## src/rtl/ex_muldiv.sv

```systemverilog
// ex_muldiv: iterative RV32M multiply/divide unit that stalls the pipeline until its result is ready
module ex_muldiv #(
  parameter int DATA_W = 32
) (
  input  logic              clk,
  input  logic              rst,
  input  logic              start_i,
  input  logic [2:0]        op_i,
  input  logic [DATA_W-1:0] reg1_data_i,
  input  logic [DATA_W-1:0] reg2_data_i,
  input  logic [4:0]        write_addr_i,
  input  logic              flush_i,
  output logic              stall_req_o,
  output logic              busy_o,
  output logic              done_o,
  output logic [DATA_W-1:0] result_o,
  output logic [4:0]        write_addr_o
);
  localparam int CW = $clog2(DATA_W);
  typedef enum logic [1:0] {IDLE, CALC, DONE} state_t;
  state_t state, state_nxt;
  logic [2:0] op;
  logic s1, s2;
  logic [DATA_W-1:0] d;
  logic [2*DATA_W-1:0] p, p_nxt, prod;
  logic [CW-1:0] cnt;
  logic last, accept;
  logic sig1, sig2, neg1, neg2, div_zero, div_ovf, special;
  logic [DATA_W-1:0] mag1, mag2, special_res, min_neg, diff, quo, rmd, calc_res;
  logic [DATA_W:0] msum, trial;
  logic fits;
  always_comb begin
    min_neg = {1'b1, {(DATA_W-1){1'b0}}};
    sig1 = ~(op_i == 3'b011 || (op_i[2] && op_i[0]));
    sig2 = sig1 && op_i != 3'b010;
    neg1 = sig1 && reg1_data_i[DATA_W-1];
    neg2 = sig2 && reg2_data_i[DATA_W-1];
    mag1 = neg1 ? -reg1_data_i : reg1_data_i;
    mag2 = neg2 ? -reg2_data_i : reg2_data_i;
    div_zero = op_i[2] && reg2_data_i == '0;
    div_ovf = op_i[2] && !op_i[0] && reg1_data_i == min_neg && &reg2_data_i;
    special = div_zero || div_ovf;
    special_res = div_zero ? (op_i[1] ? reg1_data_i : '1) : (op_i[1] ? '0 : min_neg);
    last = cnt == CW'(DATA_W - 1);
    accept = state == IDLE && start_i && !flush_i;
    msum = {1'b0, p[2*DATA_W-1:DATA_W]} + (p[0] ? {1'b0, d} : '0);
    trial = {p[2*DATA_W-1:DATA_W], p[DATA_W-1]};
    fits = trial >= {1'b0, d};
    diff = trial[DATA_W-1:0] - d;
    p_nxt = op[2] ? {fits ? diff : trial[DATA_W-1:0], p[DATA_W-2:0], fits} : {msum, p[DATA_W-1:1]};
    prod = (s1 ^ s2) ? -p_nxt : p_nxt;
    quo = (s1 ^ s2) ? -p_nxt[DATA_W-1:0] : p_nxt[DATA_W-1:0];
    rmd = s1 ? -p_nxt[2*DATA_W-1:DATA_W] : p_nxt[2*DATA_W-1:DATA_W];
    calc_res = op[2] ? (op[1] ? rmd : quo) : (op[1:0] == 2'b00 ? prod[DATA_W-1:0] : prod[2*DATA_W-1:DATA_W]);
  end
  always_ff @(posedge clk)
    if (rst) state <= IDLE;
    else state <= state_nxt;
  always_comb begin
    state_nxt = flush_i ? IDLE :
                state == IDLE ? (start_i ? (special ? DONE : CALC) : IDLE) :
                state == CALC ? (last ? DONE : CALC) : IDLE;
  end
  always_comb begin
    busy_o = state != IDLE;
    done_o = state == DONE;
    stall_req_o = (state == IDLE && start_i) || state == CALC;
  end
  always_ff @(posedge clk) begin
    if (rst) begin
      op <= '0;
      s1 <= 1'b0;
      s2 <= 1'b0;
      d <= '0;
      p <= '0;
      cnt <= '0;
      result_o <= '0;
      write_addr_o <= '0;
    end else begin
      if (accept) begin
        op <= op_i;
        write_addr_o <= write_addr_i;
        s1 <= neg1;
        s2 <= neg2;
        d <= op_i[2] ? mag2 : mag1;
        p <= {{DATA_W{1'b0}}, op_i[2] ? mag1 : mag2};
        cnt <= '0;
        if (special) result_o <= special_res;
      end
      if (state == CALC) begin
        p <= p_nxt;
        cnt <= cnt + 1'b1;
        if (last && !flush_i) result_o <= calc_res;
      end
    end
  end
endmodule

```

## config.mk

```make
export PLATFORM = sky130hd
export DESIGN_NAME = ex_muldiv
export DESIGN_NICKNAME = d
export VERILOG_FILES = /design/src/rtl/ex_muldiv.sv
export SDC_FILE = /design/constraint.sdc
export NUM_CORES = 1
export LEC_CHECK = 0
export ABC_AREA = 1
export CAP_MARGIN = 10
export CORE_MARGIN = 3
export CORE_UTILIZATION = 40
export CTS_CLUSTER_DIAMETER = 150
export DETAILED_ROUTE_END_ITERATION = 10
export PLACE_DENSITY_LB_ADDON = 0.25
export SLEW_MARGIN = 20
export SYNTH_ARGS = -nofsm -noshare
export SYNTH_HDL_FRONTEND = slang
export SYNTH_SLANG_ARGS = --single-unit
export TNS_END_PERCENT = 100
```

## constraint.sdc

```tcl
create_clock -name clk -period 4.1 [get_ports clk]
set_input_delay 0.615 -clock clk [delete_from_list [all_inputs] [get_ports clk]]
set_output_delay 0.615 -clock clk [all_outputs]
set_load 0.005 [all_outputs]
```

# Word level (Yosys, flattened, before mapping)
# Index checks and enable logic that the tools add are counted.
# totals
regBits	145
word_cells	78
inputBits	76
out_inout_bits	40
# classes
n_bitwise	2
n_eq_ne	6
muxes	29
n_addsub	8
magnitude_cmp	1
reduce_logical	23
# ops
op	n
32-bit two-way mux	18
64-bit two-way mux	4
32-bit negation	4
64-bit negation	1
32-bit by 32-bit adder with 33-bit output	1
33-bit by 32-bit greater-or-equal comparator with 1-bit output	1
32-bit == test, second input constant	1
32-bit zero test	1
32-bit AND reduction	1
32-bit subtractor	1
1-bit logical AND	11
2-bit two-way mux	5
5-bit two-way mux	2
5-bit by 1-bit adder with 5-bit output, second input constant	1
5-bit == test, second input constant	1
2-bit zero test	2
2-bit nonzero test	2
3-bit by 2-bit == test with 1-bit output, second input constant	1
1-bit logical OR	3
3-bit by 2-bit != test with 1-bit output, second input constant	1
2-bit by 1-bit == test with 1-bit output, second input constant	1
2-bit == test, second input constant	1
1-bit zero test	2
2-bit OR reduction	1
other kinds (2)	2

# Logic depth before layout (Yosys ltp)
# depth
depth_word	9
depth_mapped	32
ltp_nobuf	31

# Worst setup path before layout
# OpenSTA, ideal clock, no wires.
# synth_path
kind	reg-to-reg
start	register d[24]
end	register result_o[26]
setup_ns	0.120
path_slack_ns	0.531
stages_incl_launch_ff	26
arrival_ns	3.450
n_path_buf	0
required_ns	3.980
period_less_slack_ns	3.569
path_cell_list	dfxtp_1 inv_1 ha_1 a21oi_1 nand2_1 a21oi_2 nor2_2 nor2_4 nand3_1 o21ai_2 ha_1 nand3_1 nor2_1 nand3_1 nor3_2 nand4_2 nor2_2 nand4_2 nor2_2 nand4_1 nand2_1 nand2_1 nand2_1 nand2_1 o21ai_1 a21oi_1
# synth_between
elab_chain_cells	9
word_cells_on_any_way	17
cone_classes	add/sub (5); order compare (1); mux (11)
# synth_rtl
item	line	text
start, declared	24	logic [DATA_W-1:0] d;
start signal, assigned	85	d <= op_i[2] ? mag2 : mag1;
32-bit two-way mux, or another cell as far along	46	msum = {1'b0, p[2*DATA_W-1:DATA_W]} + (p[0] ? {1'b0, d} : '0);
32-bit by 32-bit adder with 33-bit output / 32-bit two-way mux (equally long branches)	46, 50	
64-bit two-way mux (*)	50	p_nxt = op[2] ? {fits ? diff : trial[DATA_W-1:0], p[DATA_W-2:0], fits} : {msum, p[DATA_W-1:1]};
64-bit negation / 32-bit negation (equally long branches)	51, 53	
64-bit two-way mux / 32-bit two-way mux (equally long branches)	51, 53	
32-bit two-way mux	54	calc_res = op[2] ? (op[1] ? rmd : quo) : (op[1:0] == 2'b00 ? prod[DATA_W-1:0] : prod[2*DATA_W-1:DATA_W]);
32-bit two-way mux (*)	54	
32-bit two-way mux (*)	93	if (last && !flush_i) result_o <= calc_res;
32-bit two-way mux (*)	90	if (state == CALC) begin
end signal, assigned	88	if (special) result_o <= special_res;
end signal, assigned	93	
end, declared	16	output logic [DATA_W-1:0] result_o,
# Every way passes the cells marked *; elsewhere a longest branch is shown, timed or not.
# A chain may end at the register's enable or synchronous reset.

# Worst setup path in the final report
# layout_path
start	register p[0]
end	register result_o[27]
# layout_between
elab_chain_cells	9
word_cells_on_any_way	14
cone_classes	add/sub (4); mux (10)
# layout_rtl
item	line	text
start, declared	25	logic [2*DATA_W-1:0] p, p_nxt, prod;
start signal, assigned	86	p <= {{DATA_W{1'b0}}, op_i[2] ? mag1 : mag2};
start signal, assigned	91	p <= p_nxt;
32-bit two-way mux	46	
32-bit by 32-bit adder with 33-bit output	46	
64-bit two-way mux (*)	50	
64-bit negation / 32-bit negation (equally long branches)	51, 53	
64-bit two-way mux / 32-bit two-way mux (equally long branches)	51, 53	
32-bit two-way mux	54	
32-bit two-way mux (*)	54	
32-bit two-way mux (*)	93	
32-bit two-way mux (*)	90	
# Marked as above.

==> key figures <==
Route
  • Final antenna-violating net count: 0
  • Vias post-DR: between 20k and 25k
  • Drt pass-1 iters: 8
  • DRT iter0 DRCs: between 2k and 3k
  • Routed vias/inst: 5.50
  • Drt drc: 0
  • DR WL/cell: 21.3 µm
  • Total wire length: slightly below 90000 µm

Timing
  • Setup TNS: 0 ps
  • Slew @ Worst Pin: slightly below 900 ps
  • FMAX: 253 MHz
  • Max-slew violation count: 0
  • RSZ-0062 raised after global routing: true
  • Final hold slack: 469 ps
  • Tcrit/Tclk final: approximately 97%
  • Setup violators final: 0
  • Final Hold Viols: 0
  • Final Skew: between 10 and 15 ps
  • Final Critical Period: slightly below 4000 ps
  • Slew margin rel.: 40.1%

Worst setup path
  • CP Data Required Time: 4470 ps
  • Critical Path Source Type: flip-flop
  • CP Capture Type: flip-flop
  • Critical Path AT: ~4300 ps
  • Crit path max fanout: 15
  • Critical path class: reg -> reg

Logic synthesis
  • Synth Register Bits: 145
  • Synthesized area per cell: 5.47 µm²
  • Synth Instances: around 3.3k
  • EDFF count, synth: 0
  • Synthesized cell area: 0.0181 mm²
  • Most common cell in the netlist: nand2_1
  • Syn. warnings: 0
  • Post-synthesis sequential area ratio: ~16%
  • Asr flop ratio synth: 0%
  • Synth area leader: nand2_1
  • Post-synth net total: approximately 3.5k
  • Post-synth top cells: nand2_1 (1095), inv_1 (536), nor2_1 (272), nand3_1 (255), o21ai_0 (149)
  • Ys flop type: dfxtp_1
  • Area share of the largest cell type after synthesis: between 20% and 30%
  • Top cells by area, synth: nand2_1 (23%), dfxtp_1 (16%), inv_1 (11%), nand3_1 (7.1%), nor2_1 (5.6%)
  • Netlist cell types: between 50 and 60

Floorplanning
  • CORE AREA: between 0.04 and 0.05 mm²
  • Die W: roughly 220 µm
  • Top-level I/O count: between 100 and 150
  • Initial Util: 40.7%
  • Die area: between 0.04 and 0.05 mm²
  • Row count: 77
  • Die Height: 219 µm

CTS
  • Later-pin clock latency in the skew report: between 400 and 500 ps
  • Sink Count: between 100 and 150
  • Clock Path Buffers: 2
  • CTS tree: yes
  • Reg clk slew, reported paths: about 70 ps
  • Htree depth: 4
  • CTS Buf Count: 17
  • Clock root buffer: clkbuf_16

Pwr
  • Int Power: between 3 and 4 mW
  • Switching Power: 2.98 mW
  • Clock power share: between 20% and 30%
  • PD cells: 290 mW/mm²
  • Static Leak: about 12 nW
  • Maximum vdd ir drop: about 0.32 mV
  • Comb power frac: between 50 and 60%
  • Switching part of the total power: between 40% and 50%
  • Tot Pwr: 6.59 mW
  • Flop pwr share: 22.8%

GRT
  • Grt ovf: 0
  • Largest net degree at the start of global routing: 75
  • Initial antenna violation count: 1
  • GRT Util Overall: a little over a third
  • First-pass GRT wire length: ~130000 µm
  • Vias in the first global route: about 21k

Finish
  • # diodes: 0
  • Final Cell Area: 0.0227 mm²
  • Layout cells sized above 1: between 10% and 20%
  • Fin cells: 4175
  • Post-layout nets: ~3.7k
  • Area grow syn2layout: 25.6%

Placement
  • Final Wtd Congestion: 1.06
  • Post-DP Area: around 0.021 mm²
  • Cells after DPL: a little over 4k
  • Buffers on Ports: 115
  • Dpl hpwl: 72200 µm

Job
  • Max_cap viols: 0

Hold path
  • Hold WC Path Type: reg -> reg

Status
  • Run status: finished, final reports clean
==> worst max-delay path, stage by stage (launching register included) <==
cell and delay, ps:
dfxtp_4 380, buf_12 160, nand2_1 110, inv_1 70
ha_1 330, nand2_1 140, inv_1 50, a21oi_1 170
nand2_2 160, nand2_1 90, nand2_1 130, xor2_1 200
or2_2 290, nand2_1 90, nand2_1 80, nor2_2 150
nand2_1 130, o21ai_2 330, nand2_1 100, nand2_1 60
nand3_1 60, nand2_1 80, nand3_1 290, nand2_1 150
inv_1 40
==> layout by cell type, fill, tap and decap left out, drive strengths merged, types with 27 or more instances in the layout <==
| cell | count |
|---|---|
| o211ai | 27 |
| a31oi | 31 |
| nand4 | 48 |
| ha | 71 |
| nand3 | 269 |
| clkdlybuf4s50 | 114 |
| nand2 | 1122 |
| a21oi | 149 |
| buf | 253 |
| nor2 | 301 |
| inv | 547 |
| dfxtp | 145 |
| nor3 | 38 |
| o21ai | 171 |
| xor2 | 91 |
==> routing by layer <==
layer / part of all wire (%) / vias to the layer above / track usage [%]
met1: 39 / 10342 / 45.3
met2: 43 / 1259 / 55.6
li1: - / 11050 / -
met5: 0 / - / 0
met4: 8.1 / 0 / 23.8
met3: 9.9 / 323 / 7.83
==> final cells by class <==
cell class / count / area (µm²)
sequential: 145 / 2930
timing repair buffer: 367 / 3110
clock inverter: 12 / 181
inverter: 550 / 2060
tap: 592 / 741
multi-input combinational: 2489 / 13300
clock buffer: 20 / 437
fill: 4736 / 21700
==> flip-flops by register name (all words and copies together), names as in the netlist <==
| signal | flops |
|---|---|
| p | 64 |
| d | 32 |
| result_o | 32 |
| cnt | 5 |
| write_addr_o | 5 |
| op | 3 |
| state | 2 |
| s1 | 1 |
| s2 | 1 |
==> worst paths after layout <==
check | slack [ps] | startpoint | cells past startpoint | end
hold / removal | 470 | cnt[4] | 2 | cnt[4]
hold reg to reg | 470 | cnt[4] | 2 | cnt[4]
setup reg to reg | 140 | p[0] | 24 | result_o[27]
setup / recovery | 140 | p[0] | 24 | result_o[27]
==> power groups by stage <==
stage               combinational, mW  clock (mW)  sequential (mW)
floorplan                        1.89           0             1.52
global placement                 3.11           0             1.53
detailed placement               3.10           0             1.53
CTS                              3.11        1.75             1.50
global route                     3.60        1.79             1.51
finish                           3.35        1.73             1.50
==> metrics by stage <==
stage,utilization [%],setup WS (ps)
after CTS,49.3,5.26
after global routing,51.2,-99.7
after global placement,47.9,62.5
after floorplan,-,531
after detailed placement,47.9,-9.87
final,51.2,142
==> kinds of logic (layout without fill, tap and decap cells) <==
logic type | count (synthesis) | count (layout) | synth area share (%)
mux | 1 | 1 | 0.0622
flops | 145 | 145 | 16.0
buf+inv | 677 | 949 | 14.7
fa+ha+maj | 73 | 73 | 5.13
compound gates | 477 | 477 | 15.5
xor+xnor | 116 | 116 | 5.61
simple gates | 1822 | 1822 | 42.9
==> repair_timing <==
action                                  CTS  global route
endpoints found under the setup margin    5            28
pin swaps                                 0            31
setup buffers                             0             8
hold buffers                              0             0
resized for setup                         1           165
Power figures use the tool's default switching activity.
